File: config.mk
export PLATFORM = sky130hd
export DESIGN_NAME = instruction_fetch_unit_flat
export DESIGN_NICKNAME = d
export VERILOG_FILES = /design/src/rtl/instruction_fetch_unit_if.sv /design/src/rtl/instruction_fetch_unit.sv /design/src/flat_wrapper.sv
export SDC_FILE = /design/constraint.sdc
export NUM_CORES = 1
export LEC_CHECK = 0
export ABC_CLOCK_PERIOD_IN_PS = 3600
export CAP_MARGIN = 20
export CORE_ASPECT_RATIO = 1.75
export CORE_MARGIN = 2
export CORE_UTILIZATION = 35
export CTS_CLUSTER_SIZE = 8
export DETAILED_ROUTE_END_ITERATION = 16
export GPL_TIMING_DRIVEN = 0
export PLACE_DENSITY = 0.58
export SLEW_MARGIN = 20
export SYNTH_ARGS = -nofsm -noshare
export SYNTH_HDL_FRONTEND = slang
export SYNTH_SLANG_ARGS = --single-unit
File: constraint.sdc
create_clock -name Clk -period 3.6 [get_ports Clk]
set_clock_uncertainty 0.15 [all_clocks]
set_input_delay 0.54 -clock Clk [delete_from_list [all_inputs] [get_ports Clk]]
set_output_delay 0.54 -clock Clk [all_outputs]
set_load 0.1 [all_outputs]
File: src/rtl/instruction_fetch_unit_if.sv
// Fetch-stage bus: instruction memory read handshake plus the held-instruction
// interface toward decode/branch logic.
interface instruction_fetch_unit_if #(
    parameter int PC_WIDTH = 32
);
    logic                IMemReq;
    logic [PC_WIDTH-1:0] IMemAddr;
    logic                IMemReady;
    logic [31:0]         IMemRdata;
    logic [31:0]         Instruction;
    logic                InstrValid;
    logic                InstrAck;
    logic                PCSrc;
    logic                Jump;
    logic [PC_WIDTH-1:0] PCOut;
    logic [PC_WIDTH-1:0] PCPlus4;

    modport master (
        output IMemReq, IMemAddr, Instruction, InstrValid, PCOut, PCPlus4,
        input  IMemReady, IMemRdata, InstrAck, PCSrc, Jump
    );

    modport slave (
        input  IMemReq, IMemAddr, Instruction, InstrValid, PCOut, PCPlus4,
        output IMemReady, IMemRdata, InstrAck, PCSrc, Jump
    );
endinterface

File: src/rtl/instruction_fetch_unit.sv
// Fetch stage: holds the PC, reads instruction memory over a ready handshake and
// presents each word until acknowledged, then steps to sequential/branch/jump target.
//
// state   | meaning
// S_IDLE  | first cycle after reset release, nothing requested
// S_FETCH | read request outstanding at pc, waiting for IMemReady
// S_VALID | instruction held on outputs, waiting for InstrAck
module instruction_fetch_unit #(
    parameter int                  PC_WIDTH = 32,
    parameter logic [PC_WIDTH-1:0] RESET_PC = '0
) (
    input  logic                      Clk,
    input  logic                      Rst,
    instruction_fetch_unit_if.master  bus
);
    typedef enum logic [1:0] {
        S_IDLE,
        S_FETCH,
        S_VALID
    } state_t;

    state_t              state;
    logic [PC_WIDTH-1:0] pc;
    logic [PC_WIDTH-1:0] branch_off;
    logic [PC_WIDTH-1:0] jump_target;
    logic [PC_WIDTH-1:0] next_pc;

    // The memory address is the PC register itself, so it cannot move mid-request.
    assign bus.IMemAddr = pc;

    always_comb begin
        branch_off  = {{(PC_WIDTH-18){bus.Instruction[15]}}, bus.Instruction[15:0], 2'b00};
        jump_target = {bus.PCPlus4[PC_WIDTH-1:28], bus.Instruction[25:0], 2'b00};
        next_pc     = bus.PCPlus4;
        if (bus.Jump) begin
            next_pc = jump_target;
        end else if (bus.PCSrc) begin
            next_pc = bus.PCPlus4 + branch_off;
        end
    end

    always_ff @(posedge Clk) begin
        if (Rst) begin
            state           <= S_IDLE;
            pc              <= RESET_PC;
            bus.IMemReq     <= 1'b0;
            bus.Instruction <= '0;
            bus.InstrValid  <= 1'b0;
            bus.PCOut       <= RESET_PC;
            bus.PCPlus4     <= RESET_PC + PC_WIDTH'(4);
        end else begin
            case (state)
                S_IDLE: begin
                    state       <= S_FETCH;
                    bus.IMemReq <= 1'b1;
                end
                S_FETCH: begin
                    if (bus.IMemReady) begin
                        state           <= S_VALID;
                        bus.IMemReq     <= 1'b0;
                        bus.Instruction <= bus.IMemRdata;
                        bus.InstrValid  <= 1'b1;
                        bus.PCOut       <= pc;
                        bus.PCPlus4     <= pc + PC_WIDTH'(4);
                    end
                end
                S_VALID: begin
                    if (bus.InstrAck) begin
                        state          <= S_FETCH;
                        pc             <= next_pc;
                        bus.IMemReq    <= 1'b1;
                        bus.InstrValid <= 1'b0;
                    end
                end
                default: begin
                    state       <= S_IDLE;
                    bus.IMemReq <= 1'b0;
                end
            endcase
        end
    end
endmodule

File: src/flat_wrapper.sv
// flat-port wrapper written by rule: the top's interface ports become plain ports
module instruction_fetch_unit_flat 
#(
    parameter int                  PC_WIDTH = 32,
    parameter logic [PC_WIDTH-1:0] RESET_PC = '0
)
  (Clk, Rst, bus_IMemReq, bus_IMemAddr, bus_Instruction, bus_InstrValid, bus_PCOut, bus_PCPlus4, bus_IMemReady, bus_IMemRdata, bus_InstrAck, bus_PCSrc, bus_Jump);
  instruction_fetch_unit_if #(.PC_WIDTH(PC_WIDTH)) bus_i ();
  input  logic Clk;
  input  logic Rst;
  output wire logic [$bits(bus_i.IMemReq)-1:0] bus_IMemReq;
  output wire logic [$bits(bus_i.IMemAddr)-1:0] bus_IMemAddr;
  output wire logic [$bits(bus_i.Instruction)-1:0] bus_Instruction;
  output wire logic [$bits(bus_i.InstrValid)-1:0] bus_InstrValid;
  output wire logic [$bits(bus_i.PCOut)-1:0] bus_PCOut;
  output wire logic [$bits(bus_i.PCPlus4)-1:0] bus_PCPlus4;
  input wire logic [$bits(bus_i.IMemReady)-1:0] bus_IMemReady;
  input wire logic [$bits(bus_i.IMemRdata)-1:0] bus_IMemRdata;
  input wire logic [$bits(bus_i.InstrAck)-1:0] bus_InstrAck;
  input wire logic [$bits(bus_i.PCSrc)-1:0] bus_PCSrc;
  input wire logic [$bits(bus_i.Jump)-1:0] bus_Jump;
  assign bus_IMemReq = bus_i.IMemReq;
  assign bus_IMemAddr = bus_i.IMemAddr;
  assign bus_Instruction = bus_i.Instruction;
  assign bus_InstrValid = bus_i.InstrValid;
  assign bus_PCOut = bus_i.PCOut;
  assign bus_PCPlus4 = bus_i.PCPlus4;
  assign bus_i.IMemReady = bus_IMemReady;
  assign bus_i.IMemRdata = bus_IMemRdata;
  assign bus_i.InstrAck = bus_InstrAck;
  assign bus_i.PCSrc = bus_PCSrc;
  assign bus_i.Jump = bus_Jump;
  instruction_fetch_unit #(.PC_WIDTH(PC_WIDTH), .RESET_PC(RESET_PC)) u_core (.Clk(Clk), .Rst(Rst), .bus(bus_i));
endmodule
==> impl_metrics.toml <==
[logic_synthesis]
synthXorXnorAreaFrac_pct = 4.90
synth_most_common_cell = "nand2_1"
yosys_warnings = 0
synth_cell_type_count = 66
ys_ff_latch = 129
synth_edf_count = 0
seq_area_frac_synth_pct = 36.1
synth_ff_type = "dfxtp_1"
synth_compound_area_share_pct = 24.0
synth_top_family_by_area = "compound AO/OA/AOI/OAI gates"
syn-cell-area_um2 = 7150
synthSimpleGateAreaFrac_pct = 23.0
async_flop_share_pct = 0
synthMuxAreaShare_pct = 1.85
netlist_top_cells_count = "nand2_1 (202), dfxtp_1 (129), a21oi_1 (119)"
synth_area_leader_cell = "dfxtp_1"
avgSynthCellArea_um2 = 7.66
netlist_top_cells_area = "dfxtp_1 (36%), nand2_1 (11%), a21oi_1 (8.3%)"
synth_top_area_share_pct = 36.1
synth_fa_ha_area_share_pct = 5.53
synth_cells = 933
syn_nets = 1002

[clock_tree]
clkSinkCount = 129
cts_setup_buffers = 0
cts_made_buffers = 17
h-tree-depth = 4
cts_resized = 0
root_buffer = "clkbuf_16"
ctsHoldBuffers = 0
clk_path_buf_depth = 2
cts_tree = "done"
worstSkewPairLatency_ns = 0.43
clk_pin_slew_ns = 0.06

[cells_and_area]
syn_to_final_growth_pct = 35.6
final_area_um2 = 9690
regArea_um2 = 2580
instances_no_fill = 1376
drive_above_1_share_pct = 4.88
finalNetCount = 1185
diodes = 0
fillerInstances = 2077
multi_input_area_um2 = 4240

[routing]
drc_errors = 0
via_per_inst = 5.52
wirelength_um = 29000
detail-route-antenna-nets = 0
dr.pass1.iters = 5
wl_per_cell_um = 21.0
drtIter0Drc = 424
vias = 7594

[timing]
grt_setup_unrepaired = "false"
final_hold_viol_count = 0
fmax_ghz = 0.296
tightest_slew_ns = 1.06
slew_viol_final = 0
period_needed_ns = 3.38
relSlewSlack_pct = 29.2
setup_tns_ns = 0
setup_violations = 0
fin_crit_sh_pct = 93.9
worst_slack_ns = 0.218

[critical_path]
cpMaxStageDelayCell = "dfxtp_1"
crit_buf_inv = 0
crit_family = "simple AND/OR/NAND/NOR gates"
rr_worst_depth = 9
startpoint_type = "flop"
cp-endpoint = "u_core.bus.IMemAddr[23]"
arrival_ns = 3.57
crit_cells = 9
worstPathCellList = "ha_1 > nand2_1 > nor2_1 > nor4b_1 > and4bb_1 > or2_4 > or3_1 > a311o_1 > a221oi_2"
path_class = "reg2reg"
r2r_slack_ns = 0.22
path_max_fanout = 19
end_kind = "flop"
critPathRequiredTime_ns = 3.79
r2r-start = "u_core.bus.Instruction[15]"
r2r_end = "u_core.bus.IMemAddr[23]"
startpoint = "u_core.bus.Instruction[15]"
slowest_delay_ns = 0.90

[hold_path]
hold_depth = 2
hold_path.class = "reg2reg"

[run]
drv_cap = 0

[die]
initial_core_util_pct = 35.4
die_h_um = 193
core_area_um2 = 20200
ioPinCount = 168
die_area_um2 = 21600
rows = 69
die_w_um = 112

[global_route]
grtUsageTotal_pct = 26.5
grt_pass1_vias = 7584
grt_first_pass_wirelength_um = 43600
grt_overflow = 0
antenna_found_initial = 0
grt_max_degree = 20

[placed_design]
dp_cells = 1345
place_ws_ns = 0.295
post_dp_cell_area_um2 = 9100
finalWeightedCongestion = 0.919
port_buffers = 164
post-dp-hpwl_um = 21900

[status]
outcome = "completed"

[power_and_ir_drop]
pwr_density_cell_nw_per_um2 = 430
peakVddDrop_mv = 0.232
leakage_nw = 3.57
## sequential cells by signal, indices dropped and copies added (netlist names)
| register | cells |
|---|---|
| u_core.bus.IMemAddr | 32 |
| u_core.state | 2 |
| u_core.bus.PCOut | 30 |
| u_core.bus.InstrValid | 1 |
| u_core.bus.Instruction | 32 |
| u_core.bus.PCPlus4 | 32 |
## stage by stage
step	util, %	power, W	hold slack [ns]
after global placement	45.1	0.00245	0.291
after global routing	48.0	0.00430	0.321
after floorplan	-	0.00218	0.328
final	48.0	0.00417	0.302
after detailed placement	45.1	0.00246	0.297
after CTS	48.0	0.00419	0.303
## worst min path at each step
stage / slack, ns / endpoint / start
CTS: 0.30 / u_core.bus.PCOut[5] / u_core.bus.PCOut[5]
floorplan: 0.33 / u_core.state[1] / u_core.state[1]
global placement: 0.29 / u_core.bus.PCOut[7] / u_core.bus.PCOut[7]
global route: 0.32 / u_core.bus.Instruction[26] / u_core.bus.Instruction[26]
detailed placement: 0.30 / u_core.bus.Instruction[29] / u_core.bus.Instruction[29]
finish: 0.30 / u_core.bus.PCOut[5] / u_core.bus.PCOut[5]
## tightest hold or removal path: stages, from the launching register on
cell     delay, ns
dfxtp_1       0.30
nand2_1       0.05
a21oi_1       0.05
## where the power goes
| group | total (W) | internal (W) | switching [W] |
|---|---|---|---|
| combinational | 0.000887 | 0.000238 | 0.000648 |
| sequential | 0.00155 | 0.00148 | 0.0000683 |
| clock | 0.00174 | 0.00105 | 0.000686 |
| total | 0.00417 | 0.00277 | 0.00140 |
## logic make-up (layout without fill, tap and decap cells)
logic type / Yosys count / in the layout
simple gates: 370 / 370
compound gates: 277 / 277
flops: 129 / 129
buf+inv: 73 / 268
xor+xnor: 40 / 40
fa+ha+maj: 31 / 31
mux: 13 / 13
## layout by cell type (no fill, tap or decap), types with 5 or more instances in the layout
cell and instances:
a211oi_1 33, a21o_1 19, a21oi_1 119, a311oi_1 9, and3_1 10, and4_1 7, clkbuf_1 46, clkbuf_16 17
clkdlybuf4s50_1 164, clkinv_4 5, dfxtp_1 129, ha_1 30, inv_1 14, mux2i_1 11, nand2_1 202, nand3_1 18
nand3b_1 6, nand4_1 5, nor2_1 73, nor3_1 10, o211ai_1 8, o21ai_0 43, o31ai_1 5, or3_1 15
xnor2_1 20, xor2_1 20
## layer usage
metal | global-route usage (%) | share of wire (%)
met5 | 0 | 0
met4 | 13.6 | 4.7
met3 | 3.78 | 4.8
met2 | 50.0 | 52
met1 | 28.7 | 38
## cell type report
| type | count | area share, % |
|---|---|---|
| Multi-Input combinational cell | 731 | 43.8 |
| Sequential cell | 129 | 26.6 |
| Timing Repair Buffer | 164 | 16.9 |
| Clock buffer | 19 | 4.67 |
| Tap cell | 248 | 3.20 |
| Buffer | 59 | 2.84 |
| Clock inverter | 12 | 1.41 |
| Inverter | 14 | 0.542 |
No activity file was read; power rests on OpenSTA's default activity.
